==> src/rtl/sparce_pkg.sv <==
// Shared types and constants for the SASA skip table: field layout of the
// configuration word, register offsets and the table entry record.
package sparce_pkg;

    typedef enum logic [1:0] {
        COND_EQ = 2'd0,
        COND_NE = 2'd1,
        COND_LT = 2'd2,
        COND_GE = 2'd3
    } sasa_cond_t;

    typedef enum logic {
        CFG_IDLE,
        CFG_PC_HELD
    } cfg_state_t;

    localparam logic [31:0] SASA_OFF_PC    = 32'h0;
    localparam logic [31:0] SASA_OFF_FIELD = 32'h4;
    localparam logic [31:0] SASA_OFF_CLEAR = 32'h8;

    localparam int SKIP_MSB = 31;
    localparam int SKIP_LSB = 16;
    localparam int RS1_MSB  = 15;
    localparam int RS1_LSB  = 11;
    localparam int RS2_MSB  = 10;
    localparam int RS2_LSB  = 6;
    localparam int COND_MSB = 5;
    localparam int COND_LSB = 4;

    typedef struct packed {
        logic        entry_valid;
        logic [31:0] preceding_pc;
        logic [4:0]  rs1;
        logic [4:0]  rs2;
        sasa_cond_t  condition;
        logic [15:0] insts_to_skip;
    } sasa_entry_t;

    // Bits [3:0] of the field word carry nothing and are dropped here.
    function automatic sasa_entry_t make_entry(input logic [31:0] pc_word,
                                               input logic [31:0] field_word);
        sasa_entry_t e;
        e.entry_valid   = 1'b1;
        e.preceding_pc  = pc_word;
        e.rs1           = field_word[RS1_MSB:RS1_LSB];
        e.rs2           = field_word[RS2_MSB:RS2_LSB];
        e.condition     = sasa_cond_t'(field_word[COND_MSB:COND_LSB]);
        e.insts_to_skip = field_word[SKIP_MSB:SKIP_LSB];
        return e;
    endfunction

endpackage

==> src/rtl/sparce_sasa_cfg.sv <==
// Configuration-window decoder: stages the PC word, then commits a full entry
// when the field word arrives, choosing an in-place update or round-robin slot.
module sparce_sasa_cfg
    import sparce_pkg::*;
#(
    parameter int          ENTRIES = 16,
    parameter logic [31:0] BASE    = 32'h9000_0000,
    localparam int         IDX_W   = (ENTRIES > 1) ? $clog2(ENTRIES) : 1
) (
    input  logic                      clk,
    input  logic                      rst_n,
    input  logic [31:0]               cfg_addr,
    input  logic [31:0]               cfg_data,
    input  logic                      cfg_wen,
    input  logic [ENTRIES-1:0]        tbl_valid,
    input  logic [ENTRIES-1:0][31:0]  tbl_pc,
    output logic                      commit,
    output logic [IDX_W-1:0]          commit_idx,
    output sasa_entry_t               commit_entry,
    output logic                      clear
);

    cfg_state_t       state_q, state_d;
    logic [31:0]      staging_pc_q, staging_pc_d;
    logic [IDX_W-1:0] alloc_ptr_q, alloc_ptr_d;

    logic             wr_pc, wr_field, wr_clear;
    logic             match_found;
    logic [IDX_W-1:0] match_idx;

    assign wr_pc    = cfg_wen && (cfg_addr == BASE + SASA_OFF_PC);
    assign wr_field = cfg_wen && (cfg_addr == BASE + SASA_OFF_FIELD);
    assign wr_clear = cfg_wen && (cfg_addr == BASE + SASA_OFF_CLEAR);

    // Scan from the top down so the lowest matching index is the one left standing.
    always_comb begin
        match_found = 1'b0;
        match_idx   = '0;
        for (int i = ENTRIES - 1; i >= 0; i--) begin
            if (tbl_valid[i] && (tbl_pc[i] == staging_pc_q)) begin
                match_found = 1'b1;
                match_idx   = IDX_W'(i);
            end
        end
    end

    always_comb begin
        state_d      = state_q;
        staging_pc_d = staging_pc_q;
        alloc_ptr_d  = alloc_ptr_q;
        commit       = 1'b0;
        clear        = 1'b0;
        commit_idx   = alloc_ptr_q;
        commit_entry = make_entry(staging_pc_q, cfg_data);

        if (wr_clear) begin
            clear       = 1'b1;
            alloc_ptr_d = '0;
            state_d     = CFG_IDLE;
        end else if (wr_pc) begin
            staging_pc_d = cfg_data;
            state_d      = CFG_PC_HELD;
        end else if (wr_field && (state_q == CFG_PC_HELD)) begin
            commit  = 1'b1;
            state_d = CFG_IDLE;
            if (match_found) begin
                commit_idx = match_idx;
            end else begin
                alloc_ptr_d = alloc_ptr_q + IDX_W'(1);
            end
        end
    end

    always_ff @(posedge clk or negedge rst_n) begin
        if (!rst_n) begin
            state_q      <= CFG_IDLE;
            staging_pc_q <= '0;
            alloc_ptr_q  <= '0;
        end else begin
            state_q      <= state_d;
            staging_pc_q <= staging_pc_d;
            alloc_ptr_q  <= alloc_ptr_d;
        end
    end

endmodule

==> src/rtl/sparce_sasa_table.sv <==
// SASA skip table: holds committed entries and performs a zero-latency,
// lowest-index-wins PC lookup against them.
module sparce_sasa_table
    import sparce_pkg::*;
#(
    parameter int          SASA_ENTRIES = 16,
    parameter logic [31:0] SASA_BASE    = 32'h9000_0000
) (
    input  logic        CLK,
    input  logic        nRST,
    input  logic [31:0] pc,
    input  logic [31:0] sasa_addr,
    input  logic [31:0] sasa_data,
    input  logic        sasa_wen,
    input  logic        sasa_enable,
    output logic        valid,
    output logic [31:0] preceding_pc,
    output logic [4:0]  sasa_rs1,
    output logic [4:0]  sasa_rs2,
    output logic [1:0]  condition,
    output logic [15:0] insts_to_skip
);

    localparam int IDX_W = (SASA_ENTRIES > 1) ? $clog2(SASA_ENTRIES) : 1;

    sasa_entry_t table_q [SASA_ENTRIES];
    sasa_entry_t table_d [SASA_ENTRIES];

    logic [SASA_ENTRIES-1:0]       tbl_valid;
    logic [SASA_ENTRIES-1:0][31:0] tbl_pc;

    logic             commit, clear;
    logic [IDX_W-1:0] commit_idx;
    sasa_entry_t      commit_entry;

    logic             hit;
    sasa_entry_t      hit_entry;

    always_comb begin
        for (int i = 0; i < SASA_ENTRIES; i++) begin
            tbl_valid[i] = table_q[i].entry_valid;
            tbl_pc[i]    = table_q[i].preceding_pc;
        end
    end

    sparce_sasa_cfg #(
        .ENTRIES (SASA_ENTRIES),
        .BASE    (SASA_BASE)
    ) u_cfg (
        .clk          (CLK),
        .rst_n        (nRST),
        .cfg_addr     (sasa_addr),
        .cfg_data     (sasa_data),
        .cfg_wen      (sasa_wen),
        .tbl_valid    (tbl_valid),
        .tbl_pc       (tbl_pc),
        .commit       (commit),
        .commit_idx   (commit_idx),
        .commit_entry (commit_entry),
        .clear        (clear)
    );

    always_comb begin
        for (int i = 0; i < SASA_ENTRIES; i++) begin
            table_d[i] = table_q[i];
            if (clear) begin
                table_d[i] = '0;
            end else if (commit && (commit_idx == IDX_W'(i))) begin
                table_d[i] = commit_entry;
            end
        end
    end

    always_ff @(posedge CLK or negedge nRST) begin
        if (!nRST) begin
            for (int i = 0; i < SASA_ENTRIES; i++) begin
                table_q[i] <= '0;
            end
        end else begin
            for (int i = 0; i < SASA_ENTRIES; i++) begin
                table_q[i] <= table_d[i];
            end
        end
    end

    // Lookup reads registered contents only, so a same-cycle commit is not yet visible.
    always_comb begin
        hit       = 1'b0;
        hit_entry = '0;
        for (int i = SASA_ENTRIES - 1; i >= 0; i--) begin
            if (table_q[i].entry_valid && (table_q[i].preceding_pc == pc)) begin
                hit       = 1'b1;
                hit_entry = table_q[i];
            end
        end
    end

    always_comb begin
        valid         = 1'b0;
        preceding_pc  = '0;
        sasa_rs1      = '0;
        sasa_rs2      = '0;
        condition     = '0;
        insts_to_skip = '0;
        if (sasa_enable && hit) begin
            valid         = 1'b1;
            preceding_pc  = hit_entry.preceding_pc;
            sasa_rs1      = hit_entry.rs1;
            sasa_rs2      = hit_entry.rs2;
            condition     = hit_entry.condition;
            insts_to_skip = hit_entry.insts_to_skip;
        end
    end

endmodule

==> config.mk <==
export PLATFORM = sky130hd
export DESIGN_NAME = sparce_sasa_table
export DESIGN_NICKNAME = d
export VERILOG_FILES = /design/src/rtl/sparce_pkg.sv /design/src/rtl/sparce_sasa_cfg.sv /design/src/rtl/sparce_sasa_table.sv
export SDC_FILE = /design/constraint.sdc
export NUM_CORES = 2
export LEC_CHECK = 0
export CORE_UTILIZATION = 40
export CTS_CLUSTER_DIAMETER = 150
export DETAILED_ROUTE_END_ITERATION = 8
export PLACE_DENSITY_LB_ADDON = 0.2
export SYNTH_ARGS = -nofsm -noshare
export SYNTH_HDL_FRONTEND = slang
export SYNTH_SLANG_ARGS = --single-unit
==> constraint.sdc <==
create_clock -name CLK -period 10.6 [get_ports CLK]
set_input_delay 3.18 -clock CLK [delete_from_list [all_inputs] [get_ports CLK]]
set_output_delay 3.18 -clock CLK [all_outputs]
set_load 0.01 [all_outputs]
==> flow_summary.yaml <==
synthesis:
  syn-num-nets: 6786
  ys_warn_count: 0
  async_reset_ff_share_pct: 100.0
  synth_seq_area_share_pct: 40.15
  syn-cell-area_um2: 63140
  ys_ff_latch: 1013
  muxShareOfSynthArea_pct: 19.68
  synthAdderAreaFrac_pct: 0.01982
  syn_area_per_cell_um2: 9.445
  ys_types: 64
  synth_compound_area_share_pct: 6.626
  synthCells: 6685
  synth_xor_area_share_pct: 14.16
  synth-simple-area-share_pct: 14.51
  synth_top_family_by_area: "multiplexers"
  synth_flop_cell: "dfrtp_1"
  synth_edf_count: 0
sta:
  skew_ns: 0.08796
  fmaxAchievable_mhz: 94.60
  finalWorstSetupSlack_ns: 0.02938
  worstMarginPinSlew_ns: 1.469
  drv_slew: 0
  fin_crit_sh_pct: 99.72
  hold_violations: 0
  period_needed_ns: 10.57
  rsz0062_at_grt: "no"
  setup_viol: 0
  max_slew_margin_pct: 1.355
worst_setup_path:
  cp-start-kind: "input pin"
  cpLargestDelayFamily: "buffers and inverters"
  required_ns: 7.42
  reg2reg_depth: 12
  crit_arrival_ns: 7.39
  crit_path_end_kind: "output port"
  worstSetupPathType: "in -> out"
  crit_buf_inv: 6
  cp.depth: 16
  crit_chain: "clkdlybuf4s50_1 > buf_4 > xor2_2 > nor4_2 > buf_4 > nand4_1 > or3_4 > buf_12 > buf_4 > nand3_1 > o21ai_0 > mux2_2 > mux2_2 > a222oi_1 > o21ai_2 > dlygate4sd2_1"
  worst-r2r-setup-slack_ns: 4.01
  critPathMaxStageDelay_ns: 0.74
  r2r-start: "u_cfg.staging_pc_q[21]"
  cpMostUsedCell: "buf_4"
  path_max_fanout: 6
  r2r-end: "table_q[953]"
  critPathSlowestCell: "a222oi_1"
route:
  via_per_inst: 6.122
  drt-pass1-iter-count: 8
  drtIter0Drc: 6560
  wl_per_cell_um: 37.40
  wl_mm: 338.2
  drt.antenna.violating_nets: 0
  drc: 0
  vias: 55355
power_and_ir_drop:
  p_sw_mw: 2.163
  p_sw_share_pct: 24.75
  p_seq_share_pct: 44.2
  p_leak_nw: 38.74
  irDropWorstVdd_mv: 0.1623
  combPwrFrac_pct: 5.5
  power.density_nw_per_um2: 117.8
  p_clk_share_pct: 50.3
  p_int_mw: 6.577
clocking:
  clk_pin_slew_worst_paths_ns: 0.06
  clkSinkCount: 1013
  cts_made_buffers: 118
  cts_tree: "done"
  insertion_delay_ns: 0.81
  cts_root_buffer: "clkbuf_16"
  cts_hold_buf: 0
  clockBufferDepth: 3
  cts_max_level: 3
flow_run:
  timing.max_cap.violations: 0
worst_hold_path:
  hp-start: "u_cfg.staging_pc_q[29]"
  hold_depth: 1
  hold_path_end: "u_cfg.staging_pc_q[29]"
  min_path_type: "reg -> reg"
global_routing:
  antenna_found_initial: 11
  overflow: 0
  grt_pass1_vias: 54258
  grt_max_degree: 164
  grt_first_pass_wirelength_mm: 459.7
  grt_usage_pct: 42.02
placed_design:
  place_congestion: 1.060
  dp_slack_ns: -0.8177
  port-buffer-count: 160
  dpl.hpwl_mm: 250.0
floorplan:
  start_util_pct: 40.38
  die_h_um: 399.3
  core_um2: 156400
  die_x_um: 399.3
  num_rows: 145
  dieArea_um2: 159400
  io-pin-count: 161
finish:
  multi_input_area_um2: 35280
  fillCellCount: 14968
  syn_to_final_growth_pct: 17.47
  nets: 6977
  final_core_util_pct: 47.43
  ff_latch_area_um2: 25360
  final_layout_size_suffix_gt1_share_pct: 13.92
run_status:
  outcome: "complete, no violations"
-- cell families after synthesis --
family,Yosys count
and+or+nand+nor,2038
muxes,1223
xor gates and xnor gates,1021
DFF,1013
buffers and inverters,728
AOI/OAI and AO/OA,661
adders and majority gates,1
-- flip-flops by register name (all words and copies together) (netlist names) --
register / cells
table_q: 976
u_cfg.state_q: 1
u_cfg.alloc_ptr_q: 4
u_cfg.staging_pc_q: 32
-- per-stage QoR --
step,hold slack (ns),cell area (µm²),TNS [ns],power [mW],cells
2_1_floorplan,0.4604,63140,0,4.087,6685
3_3_place_gp,0.4802,69650,-33.63,4.407,8812
3_5_place_dp,0.4948,69650,-35.94,4.404,8812
4_1_cts,0.5105,74020,-0.2956,8.778,9037
5_1_grt,0.5266,74160,0,8.941,9036
6_report,0.5106,74170,0,8.740,9042
-- placed cells by master, fill, tap and decap left out, drive strengths merged, types with 11 or more instances in the layout --
| master | n |
|---|---|
| clkinvlp | 11 |
| o211ai | 118 |
| mux2 | 146 |
| mux2i | 1077 |
| nor2 | 152 |
| clkbuf | 167 |
| nor3 | 43 |
| or4 | 16 |
| dlygate4sd2 | 45 |
| xnor2 | 385 |
| a21oi | 134 |
| nand3 | 108 |
| dfrtp | 1013 |
| o21ai | 253 |
| buf | 511 |
| clkdlybuf4s50 | 89 |
| bufinv | 13 |
| clkinv | 39 |
| nand2b | 15 |
| a222oi | 58 |
| a22oi | 58 |
| inv | 137 |
| xor2 | 636 |
| nand4 | 134 |
| nor4 | 268 |
| nand2 | 1249 |
-- worst max-delay path by stage --
stage,from,to
2_1_floorplan,pc[11],preceding_pc[0]
3_3_place_gp,pc[5],preceding_pc[17]
3_5_place_dp,pc[5],preceding_pc[17]
4_1_cts,pc[31],preceding_pc[30]
5_1_grt,pc[31],preceding_pc[24]
6_report,pc[24],preceding_pc[24]
-- power groups by stage --
stage | registers (mW) | clock network (mW) | logic (mW)
after CTS | 3.87 | 4.44 | 0.471
after global routing | 3.86 | 4.58 | 0.497
final | 3.87 | 4.39 | 0.480
after detailed placement | 3.94 | 0 | 0.467
after global placement | 3.94 | 0 | 0.469
after floorplan | 3.94 | 0 | 0.148
-- metal layers --
| layer | part of all wire (%) | wire length (µm) | global-route usage (%) |
|---|---|---|---|
| met5 | 0.0080 | 27 | 0 |
| met4 | 10 | 34880 | 35.25 |
| met3 | 6.8 | 23050 | 7.856 |
| met2 | 46 | 154700 | 66.87 |
| met1 | 37 | 125500 | 49.11 |
-- Yosys cell counts (135+ instances only) --
master	count	area share, %
nand2_1	1249	7.4
mux2i_1	1077	17
dfrtp_1	1013	40
xor2_1	636	8.8
xnor2_1	385	5.3
clkbuf_1	366	2.2
nor4_1	267	2.6
o21ai_0	201	1.6
buf_2	179	1.4
nor2_1	152	0.90
mux2_2	146	2.6
inv_1	135	0.80
-- what timing repair did --
action / in CTS / in global routing
pin swaps: 31 / 23
resized for setup: 135 / 59
endpoints found under the setup margin: 61 / 47
setup buffers: 2 / 2
hold endpoints to repair: 0 / 0
cloned: 1 / 0
-- area by class of cell --
type	instances	share of cell area, %
clock buffers	159	4.514
multi-input cells	4944	47.57
diodes	6	0.02024
repair buffers	662	8.408
flip-flops and latches	1013	34.19
well taps	2058	3.472
clock inverters	63	1.132
inverters	137	0.6933
(Power assumes the default switching activity.)
